[src/rtl/button_if.sv]
// Purpose : bundles the raw button inputs with the conditioned level and pulse outputs.
// Latency : none, this is wiring only.
// Backpress: none; every signal is sampled on each clock and nothing can be stalled.
// Ports   : btn_raw (to conditioner), btn_level / btn_press / btn_release / btn_long (from conditioner).
interface button_if #(
   parameter int N_BTN = 4
);
   logic [N_BTN-1:0] btn_raw;      // raw asynchronous active-high buttons
   logic [N_BTN-1:0] btn_level;    // debounced level
   logic [N_BTN-1:0] btn_press;    // 1-cycle pulse: accepted press or auto-repeat
   logic [N_BTN-1:0] btn_release;  // 1-cycle pulse: accepted release
   logic [N_BTN-1:0] btn_long;     // 1-cycle pulse: held long enough

   // Drives the raw buttons and consumes the conditioned outputs.
   modport master (
      output btn_raw,
      input  btn_level, btn_press, btn_release, btn_long
   );

   // The conditioner itself.
   modport slave (
      input  btn_raw,
      output btn_level, btn_press, btn_release, btn_long
   );
endinterface

[src/rtl/button_conditioner.sv]
// Purpose : per-button sync, debounce, press/release/long pulses and auto-repeat.
// Latency : a clean raw edge reaches btn_level and its pulse SYNC_STAGES+DEBOUNCE_CYCLES edges later.
// Backpress: none; the buttons are free-running inputs and the pulses are not held for a consumer.
// Ports   : clk, rst_n (async, active low), bus (button_if.slave: btn_raw in, level/pulses out).
module button_conditioner #(
   parameter int               N_BTN           = 4,
   parameter int               SYNC_STAGES     = 2,
   parameter int               DEBOUNCE_CYCLES = 200,
   parameter int               LONG_CYCLES     = 8000,
   parameter int               REPEAT_CYCLES   = 2000,
   parameter logic [N_BTN-1:0] REPEAT_MASK     = 4'b0011
) (
   input  logic     clk,
   input  logic     rst_n,
   button_if.slave  bus
);

   localparam int DB_W = $clog2(DEBOUNCE_CYCLES + 1);
   localparam int HMAX = (LONG_CYCLES > REPEAT_CYCLES) ? LONG_CYCLES : REPEAT_CYCLES;
   localparam int HC_W = $clog2(HMAX + 1);

   localparam logic [DB_W-1:0] DB_LAST = DB_W'(DEBOUNCE_CYCLES - 1);
   localparam logic [HC_W-1:0] HC_LONG = HC_W'(LONG_CYCLES);
   localparam logic [HC_W-1:0] HC_REP  = HC_W'(REPEAT_CYCLES);
   localparam logic [HC_W-1:0] HC_ONE  = HC_W'(1);

   localparam logic [1:0] ST_IDLE   = 2'd0;
   localparam logic [1:0] ST_HELD   = 2'd1;
   localparam logic [1:0] ST_REPEAT = 2'd2;

   logic [SYNC_STAGES-1:0][N_BTN-1:0] sync_q, sync_d;
   logic [N_BTN-1:0][DB_W-1:0]        db_cnt_q, db_cnt_d;
   logic [N_BTN-1:0][HC_W-1:0]        hcnt_q, hcnt_d;
   logic [N_BTN-1:0][1:0]             state_q, state_d;
   logic [N_BTN-1:0]                  level_q, level_d;
   logic [N_BTN-1:0]                  long_done_q, long_done_d;
   logic [N_BTN-1:0]                  press_q, press_d;
   logic [N_BTN-1:0]                  release_q, release_d;
   logic [N_BTN-1:0]                  long_q, long_d;
   logic [N_BTN-1:0]                  sync;

   assign sync = sync_q[SYNC_STAGES-1];

   always_comb begin
      sync_d      = {sync_q[SYNC_STAGES-2:0], bus.btn_raw};
      db_cnt_d    = db_cnt_q;
      level_d     = level_q;
      hcnt_d      = hcnt_q;
      state_d     = state_q;
      long_done_d = long_done_q;
      press_d     = '0;
      release_d   = '0;
      long_d      = '0;

      for (int i = 0; i < N_BTN; i++) begin
         // Debounce: only an unbroken run of differing samples moves the level.
         if (sync[i] == level_q[i]) begin
            db_cnt_d[i] = '0;
         end else if (db_cnt_q[i] == DB_LAST) begin
            level_d[i]  = sync[i];
            db_cnt_d[i] = '0;
         end else begin
            db_cnt_d[i] = db_cnt_q[i] + 1'b1;
         end

         // The FSM looks at level_d so each pulse lines up with the level edge
         // in the registered outputs. level_q is always 0 while IDLE.
         case (state_q[i])
            ST_IDLE: begin
               if (level_d[i]) begin
                  press_d[i]     = 1'b1;
                  state_d[i]     = ST_HELD;
                  hcnt_d[i]      = HC_ONE;
                  long_done_d[i] = 1'b0;
               end
            end
            ST_HELD: begin
               if (!level_d[i]) begin
                  // Release wins over any long/repeat pulse due this cycle.
                  release_d[i]   = 1'b1;
                  state_d[i]     = ST_IDLE;
                  hcnt_d[i]      = '0;
                  long_done_d[i] = 1'b0;
               end else if (long_done_q[i]) begin
                  // Non-repeating button past its long press: counter parked at LONG.
                  hcnt_d[i] = hcnt_q[i];
               end else if (hcnt_q[i] == HC_LONG) begin
                  long_d[i] = 1'b1;
                  if (REPEAT_MASK[i]) begin
                     press_d[i] = 1'b1;
                     state_d[i] = ST_REPEAT;
                     hcnt_d[i]  = HC_ONE;
                  end else begin
                     long_done_d[i] = 1'b1;
                  end
               end else begin
                  hcnt_d[i] = hcnt_q[i] + 1'b1;
               end
            end
            ST_REPEAT: begin
               if (!level_d[i]) begin
                  release_d[i] = 1'b1;
                  state_d[i]   = ST_IDLE;
                  hcnt_d[i]    = '0;
               end else if (hcnt_q[i] == HC_REP) begin
                  press_d[i] = 1'b1;
                  hcnt_d[i]  = HC_ONE;
               end else begin
                  hcnt_d[i] = hcnt_q[i] + 1'b1;
               end
            end
            default: begin
               state_d[i]     = ST_IDLE;
               hcnt_d[i]      = '0;
               long_done_d[i] = 1'b0;
            end
         endcase
      end
   end

   always_ff @(posedge clk or negedge rst_n) begin
      if (!rst_n) begin
         sync_q      <= '0;
         db_cnt_q    <= '0;
         level_q     <= '0;
         hcnt_q      <= '0;
         state_q     <= '0;
         long_done_q <= '0;
         press_q     <= '0;
         release_q   <= '0;
         long_q      <= '0;
      end else begin
         sync_q      <= sync_d;
         db_cnt_q    <= db_cnt_d;
         level_q     <= level_d;
         hcnt_q      <= hcnt_d;
         state_q     <= state_d;
         long_done_q <= long_done_d;
         press_q     <= press_d;
         release_q   <= release_d;
         long_q      <= long_d;
      end
   end

   assign bus.btn_level   = level_q;
   assign bus.btn_press   = press_q;
   assign bus.btn_release = release_q;
   assign bus.btn_long    = long_q;

endmodule
[src/flat_wrapper.sv]
// flat-port wrapper written by rule: the top's interface ports become plain ports
module button_conditioner_flat 
#(
   parameter int               N_BTN           = 4,
   parameter int               SYNC_STAGES     = 2,
   parameter int               DEBOUNCE_CYCLES = 200,
   parameter int               LONG_CYCLES     = 8000,
   parameter int               REPEAT_CYCLES   = 2000,
   parameter logic [N_BTN-1:0] REPEAT_MASK     = 4'b0011
)
  (clk, rst_n, bus_btn_raw, bus_btn_level, bus_btn_press, bus_btn_release, bus_btn_long);
  button_if #(.N_BTN(N_BTN)) bus_i ();
  input  logic clk;
  input  logic rst_n;
  input wire logic [$bits(bus_i.btn_raw)-1:0] bus_btn_raw;
  output wire logic [$bits(bus_i.btn_level)-1:0] bus_btn_level;
  output wire logic [$bits(bus_i.btn_press)-1:0] bus_btn_press;
  output wire logic [$bits(bus_i.btn_release)-1:0] bus_btn_release;
  output wire logic [$bits(bus_i.btn_long)-1:0] bus_btn_long;
  assign bus_i.btn_raw = bus_btn_raw;
  assign bus_btn_level = bus_i.btn_level;
  assign bus_btn_press = bus_i.btn_press;
  assign bus_btn_release = bus_i.btn_release;
  assign bus_btn_long = bus_i.btn_long;
  button_conditioner #(.N_BTN(N_BTN), .SYNC_STAGES(SYNC_STAGES), .DEBOUNCE_CYCLES(DEBOUNCE_CYCLES), .LONG_CYCLES(LONG_CYCLES), .REPEAT_CYCLES(REPEAT_CYCLES), .REPEAT_MASK(REPEAT_MASK)) u_core (.clk(clk), .rst_n(rst_n), .bus(bus_i));
endmodule
[config.mk]
export PLATFORM = sky130hd
export DESIGN_NAME = button_conditioner_flat
export DESIGN_NICKNAME = d
export VERILOG_FILES = /design/src/rtl/button_if.sv /design/src/rtl/button_conditioner.sv /design/src/flat_wrapper.sv
export SDC_FILE = /design/constraint.sdc
export NUM_CORES = 1
export LEC_CHECK = 0
export ABC_AREA = 1
export CAP_MARGIN = 20
export CORE_ASPECT_RATIO = 0.5
export CORE_UTILIZATION = 49
export CTS_CLUSTER_DIAMETER = 150
export DETAILED_ROUTE_END_ITERATION = 10
export DONT_BUFFER_PORTS = 1
export PLACE_DENSITY = 0.62
export SLEW_MARGIN = 20
export SYNTH_ARGS = -nofsm -noshare
export SYNTH_HDL_FRONTEND = slang
export SYNTH_SLANG_ARGS = --single-unit
[constraint.sdc]
create_clock -name clk -period 2.8 [get_ports clk]
set_clock_uncertainty 0.15 [all_clocks]
set_input_delay 0.14 -clock clk [delete_from_list [all_inputs] [get_ports clk]]
set_output_delay 0.14 -clock clk [all_outputs]
set_load 0.01 [all_outputs]
; Word level (Yosys, flattened, before mapping)
; Index checks and enable logic that the tools add are counted.
; W data, S select, Z words.
[totals]
reg_bits = 120
in_bits = 6
out_inout_bits = 16
elab_cells = 212
[op_classes]
n_addsub = 8
n_eq_ne = 40
mux = 118
n_bitwise = 4
reduce_logical = 20
[ops]
columns = op, n
row1 = $mux W13, 24
row2 = $pmux W13 S3, 4
row3 = $mux W8, 8
row4 = $mux W1, 56
row5 = $add A13 B1 Y13 const B, 4
row6 = $eq A13 B11 Y1 const B, 4
row7 = $eq A13 B13 Y1 const B, 4
row8 = $add A8 B1 Y8 const B, 4
row9 = $eq A8 B8 Y1 const B, 4
row10 = $mux W2, 14
row11 = $ne A3 B3 Y1 const B, 8
row12 = $pmux W1 S3, 6
row13 = $reduce_and A2 Y1, 8
row14 = $pmux W2 S3, 2
row15 = $eq A2 B1 Y1 const B, 4
row16 = $eq A2 B2 Y1 const B, 4
row17 = $logic_not A2 Y1, 4
row18 = $ne A2 B1 Y1 const B, 4
row19 = $ne A2 B2 Y1 const B, 4
row20 = $pmux W2 S2, 2
row21 = $reduce_and A4 Y1, 2
row22 = $reduce_or A2 Y1, 4
row23 = $reduce_and A3 Y1, 2
row24 = $eq A1 B1 Y1, 4
row25 = other kinds (2), 6

; Longest topological paths before layout
[depth]
word_depth = 5
ltp_mapped = 13
depth_no_buf = 13

; Worst setup path before layout
; OpenSTA, ideal clock, no wires.
[synth_timing]
path_kind = register to register
startpoint = register u_core.db_cnt_q[16] (netlist name)
endpoint = register u_core.hcnt_q[32] (netlist name)
arrival_ns = 1.833
required_time_ns = 2.531
slack_ns = 0.698
stages_incl_launch_ff = 14
n_path_buf = 1
cell_sequence = dfrtp_1 ha_1 nand2_2 inv_1 nand3_2 nand2_1 o21ai_4 ha_1 inv_1 nand3_1 nand2_4 buf_8 nand2_1 o21ai_2
[synth_via]
elab_chain_cells = 5
elab_cells_between_ends = 10
cone_classes = eq/ne: 4 / mux: 5 / reduce/logical: 1
[synth_rtl]
columns = item, line_no
row1 = "start, declared", button_conditioner.sv:32  ; logic [N_BTN-1:0][DB_W-1:0] db_cnt_q, db_cnt_d;
row2 = "start signal, assigned", button_conditioner.sv:134  ; db_cnt_q <= db_cnt_d;
row3 = $eq A8 B8 Y1 (*), button_conditioner.sv:59  ; end else if (db_cnt_q[i] == DB_LAST) begin
row4 = $mux W1 (*), button_conditioner.sv:59
row5 = $mux W1 (*), button_conditioner.sv:57  ; if (sync[i] == level_q[i]) begin
row6 = $ne A3 B3 Y1 (no line) (tied with other cells), --
row7 = $reduce_and A3 Y1 (no line) / $pmux W13 S3 (equally long branches), --
row8 = "end signal, assigned", button_conditioner.sv:136  ; hcnt_q <= hcnt_d;
row9 = "end, declared", button_conditioner.sv:33  ; logic [N_BTN-1:0][HC_W-1:0] hcnt_q, hcnt_d;
; Mark *: on every way between the ends. The rest lies on a longest branch, timed or not.
; A chain may end at the register's enable or synchronous reset.

; Worst setup path after layout
[layout_timing]
startpoint = register u_core.db_cnt_q[16] (netlist name)
endpoint = register u_core.hcnt_q[34] (netlist name)
; Same word-level chain as after synthesis.

==> impl_metrics.csv <==
group,metric,value,unit
die,coreArea,0.0137,sq mm
run_status,outcome,"finished with violations",
sta,period_needed,2.30,ns
critical_path,crit_arrival,2.49,ns
critical_path,worstPathRequired,2.99,ns
critical_path,crit_path_start_kind,"register",
place,port_buffers,0,
critical_path,cp_slowest_cell,"dfrtp_1",
critical_path,path_cells,"ha_1, nand2_2, inv_1, nand3_2, nand2_1, o21ai_4, ha_1, inv_1, nand3_1, nand2_4, nand2_1, o21ai_2",
routing,drc_errors,0,
critical_path,worst-path-max-fanout,25,
cts,hold_buffers,4,
sta,fin_tns_setup,0,ns
power,p_leak,3.74,nW
grt,first_global_vias,5505,
cts,clk_path_buf_depth,2,
die,ios,22,
sta,tightestPinTransition,0.585,ns
sta,rsz0062_at_grt,"no",
sta,setup_ws,0.500,ns
cells_and_area,fin_area,0.00776,sq mm
routing,dr.max_layer_used,"met4",
cts,cts-buffers-inserted,17,
cts,clk_latency,0.41,ns
cells_and_area,drive_gt1_frac,0.0774,
yosys,netlist_area,0.00694,sq mm
grt,grt_pass1_wl,25300,microns
die,start_util,0.507,
cts,htree_levels,4,
yosys,yosys_warnings,0,
grt,antenna_found_initial,0,
job,max_cap_viol_count,0,
yosys,synth-seq-cells,118,
power,cellPowerDensity,521,mW/mm^2
die,die_x,170,microns
cts,cts_tree,"done",
cts,path_clk_slew,0.06,ns
cells_and_area,synthToLayoutAreaGrowth,11.8,%
cells_and_area,multi_input_area,0.00339,sq mm
die,die_h,86.2,microns
critical_path,cpLargestDelayFamily,"simple AND/OR/NAND/NOR gates",
place,dpl_cell_area,0.00712,sq mm
die,num_rows,30,
routing,ant_nets,0,
place,place_ws,0.504,ns
cells_and_area,finish.utilization,0.566,
sta,max_freq,435,MHz
sta,fin_hold_ws,-0.726,ns
critical_path,path_class,"reg2reg",
routing,dr_wl_met2,6660,microns
routing,wl_met3,396,microns
cts,post_cts_buffers,0,
cells_and_area,ff_latch_area,0.00295,sq mm
die,dieArea,0.0147,sq mm
sta,slew_headroom,0.609,
routing,routedWlPerCell,12.6,microns
place,post-dp-hpwl,9750,microns
yosys,syn-instance-count,932,
sta,slew_viol_final,0,
routing,vias,5823,
sta,finalSetupViolCount,0,
cells_and_area,final_nets,976,
sta,hold_viol_final,118,
critical_path,path_buf_inv,2,
routing,wl_met1,7250,microns
yosys,syn_avg_cell_area,7.45,sq um
grt,gr-total-overflow,0,
run_status,violations,"hold timing",
yosys,synth-seq-area-share,0.425,
routing,finalWirelength,14500,microns
hold_path,hold_path.class,"in2async",
cells_and_area,n_antenna_cell,0,
place,gp_congestion,0.875,
cts,clockRootBuffer,"clkbuf_16",
cts,ctsResizeCount,0,
grt,grt_max_degree,119,
power,ir_worst_vdd,0.000403,V
routing,avgViaCountPerCell,5.07,
critical_path,worstSetupEndpointType,"register",
cells_and_area,fillers,1282,
sta,min_period_over_period,0.822,
cts,clock-sinks,118,
routing,drtIter0Drc,430,
yosys,yosys.cell_types.count,40,
critical_path,max_stage_delay,0.38,ns
yosys,synthesis.nets,964,
power,total_power,4.05,mW
routing,dr.pass1.iters,5,
critical_path,rrSetupSlack,0.50,ns
grt,grt_usage,0.218,
## cell type report
class / count / share of cell area
Clock buffer: 20 / 0.0588
Clock inverter: 11 / 0.0192
Inverter: 125 / 0.0608
Multi-Input combinational cell: 670 / 0.437
Sequential cell: 118 / 0.380
Tap cell: 192 / 0.0310
Timing Repair Buffer: 12 / 0.0129
## where the power goes
part           internal [mW]  switching, mW  total, mW  leakage [nW]
clock                   1.44          0.822       2.27         0.289
combinational         0.0171         0.0214     0.0385          1.83
sequential              1.73         0.0157       1.74          1.62
## layer usage
metal	track usage	up-vias
li1	-	2991
met4	0.0819	0
met1	0.279	2741
met5	0	-
met2	0.358	70
met3	0.0554	21
## worst register-to-register path, cell delays in order, from the launching register on
cell,delay [ns]
dfrtp_1,0.38
ha_1,0.20
nand2_2,0.07
inv_1,0.09
nand3_2,0.12
nand2_1,0.12
o21ai_4,0.07
ha_1,0.22
inv_1,0.11
nand3_1,0.18
nand2_4,0.32
nand2_1,0.12
o21ai_2,0.07
## registers in the layout, indices dropped and copies added, names as in the netlist
register,cells
u_core.long_done_q,4
u_core.db_cnt_q,32
u_core.hcnt_q,52
u_core.bus.btn_press,4
u_core.sync_d,4
u_core.sync,4
u_core.state_q,6
u_core.bus.btn_level,4
u_core.bus.btn_release,4
u_core.bus.btn_long,4
## cells in the mapped netlist, drive strengths merged
master	n	area [sq um]
a2111oi	1	8.76
a211oi	1	7.51
a21oi	12	63.8
a31o	2	17.5
a31oi	2	12.5
buf	13	101
clkbuf	6	23.8
clkinv	1	3.75
dfrtp	118	2950
ha	26	325
inv	124	468
nand2	281	1080
nand3	90	465
nand4	21	131
nor2	113	434
nor3	36	190
nor3b	1	7.51
nor4	7	43.8
o211ai	3	22.5
o21a	1	7.51
o21ai	35	235
o221a	1	11.3
o22ai	1	6.26
xnor2	7	61.3
xor2	29	254
## cells by family after synthesis
| kind of cell | synth area share |
|---|---|
| AO/OA/AOI/OAI | 0.0566 |
| XOR/XNOR | 0.0454 |
| adder cells (fa/ha/maj) | 0.0469 |
| buffers and inverters | 0.0860 |
| flip-flops | 0.425 |
| AND/OR/NAND/NOR | 0.340 |
## through the flow
step,hold WS (ns),instances
after floorplan,-0.306,932
after global placement,-0.302,1113
after detailed placement,-0.301,1113
after CTS,-0.746,1148
after global routing,-0.753,1148
final,-0.726,1148
## path summary, 6_finish.rpt
| path | startpoint | to | cells past startpoint |
|---|---|---|---|
| max | u_core.db_cnt_q[16]$_DFF_PN0_ | u_core.hcnt_q[34]$_DFFE_PN0P_ | 12 |
| min | rst_n | u_core.hcnt_q[7]$_DFFE_PN0P_ | 0 |
| max reg2reg | u_core.db_cnt_q[16]$_DFF_PN0_ | u_core.hcnt_q[34]$_DFFE_PN0P_ | 12 |
| min reg2reg | u_core.sync_d[7]$_DFF_PN0_ | u_core.sync[3]$_DFF_PN0_ | 0 |
| max in group asynchronous | rst_n | u_core.bus.btn_long[3]$_DFF_PN0_ | 0 |
| min in group clk | bus_btn_raw[2] | u_core.sync_d[6]$_DFF_PN0_ | 1 |
## cells in the final DEF (no fill, tap or decap), types with 3 or more instances in the layout
cell and count:
nand3_2 3, clkinvlp_4 3, xnor2_1 7, clkbuf_16 17
nand2_4 3, nor4_1 7, nand4_1 21, dfrtp_1 118
bufinv_16 3, buf_4 8, inv_1 121, nor3_1 34
o21ai_0 21, o21ai_2 13, dlygate4sd3_1 4, o211ai_1 3
a21oi_1 11, xor2_1 29, nor2_2 4, nor2_1 109
nand2_2 3, nand3_1 87, nand2_1 275, ha_1 26
Note: power is estimated with default switching activity, not from simulation.
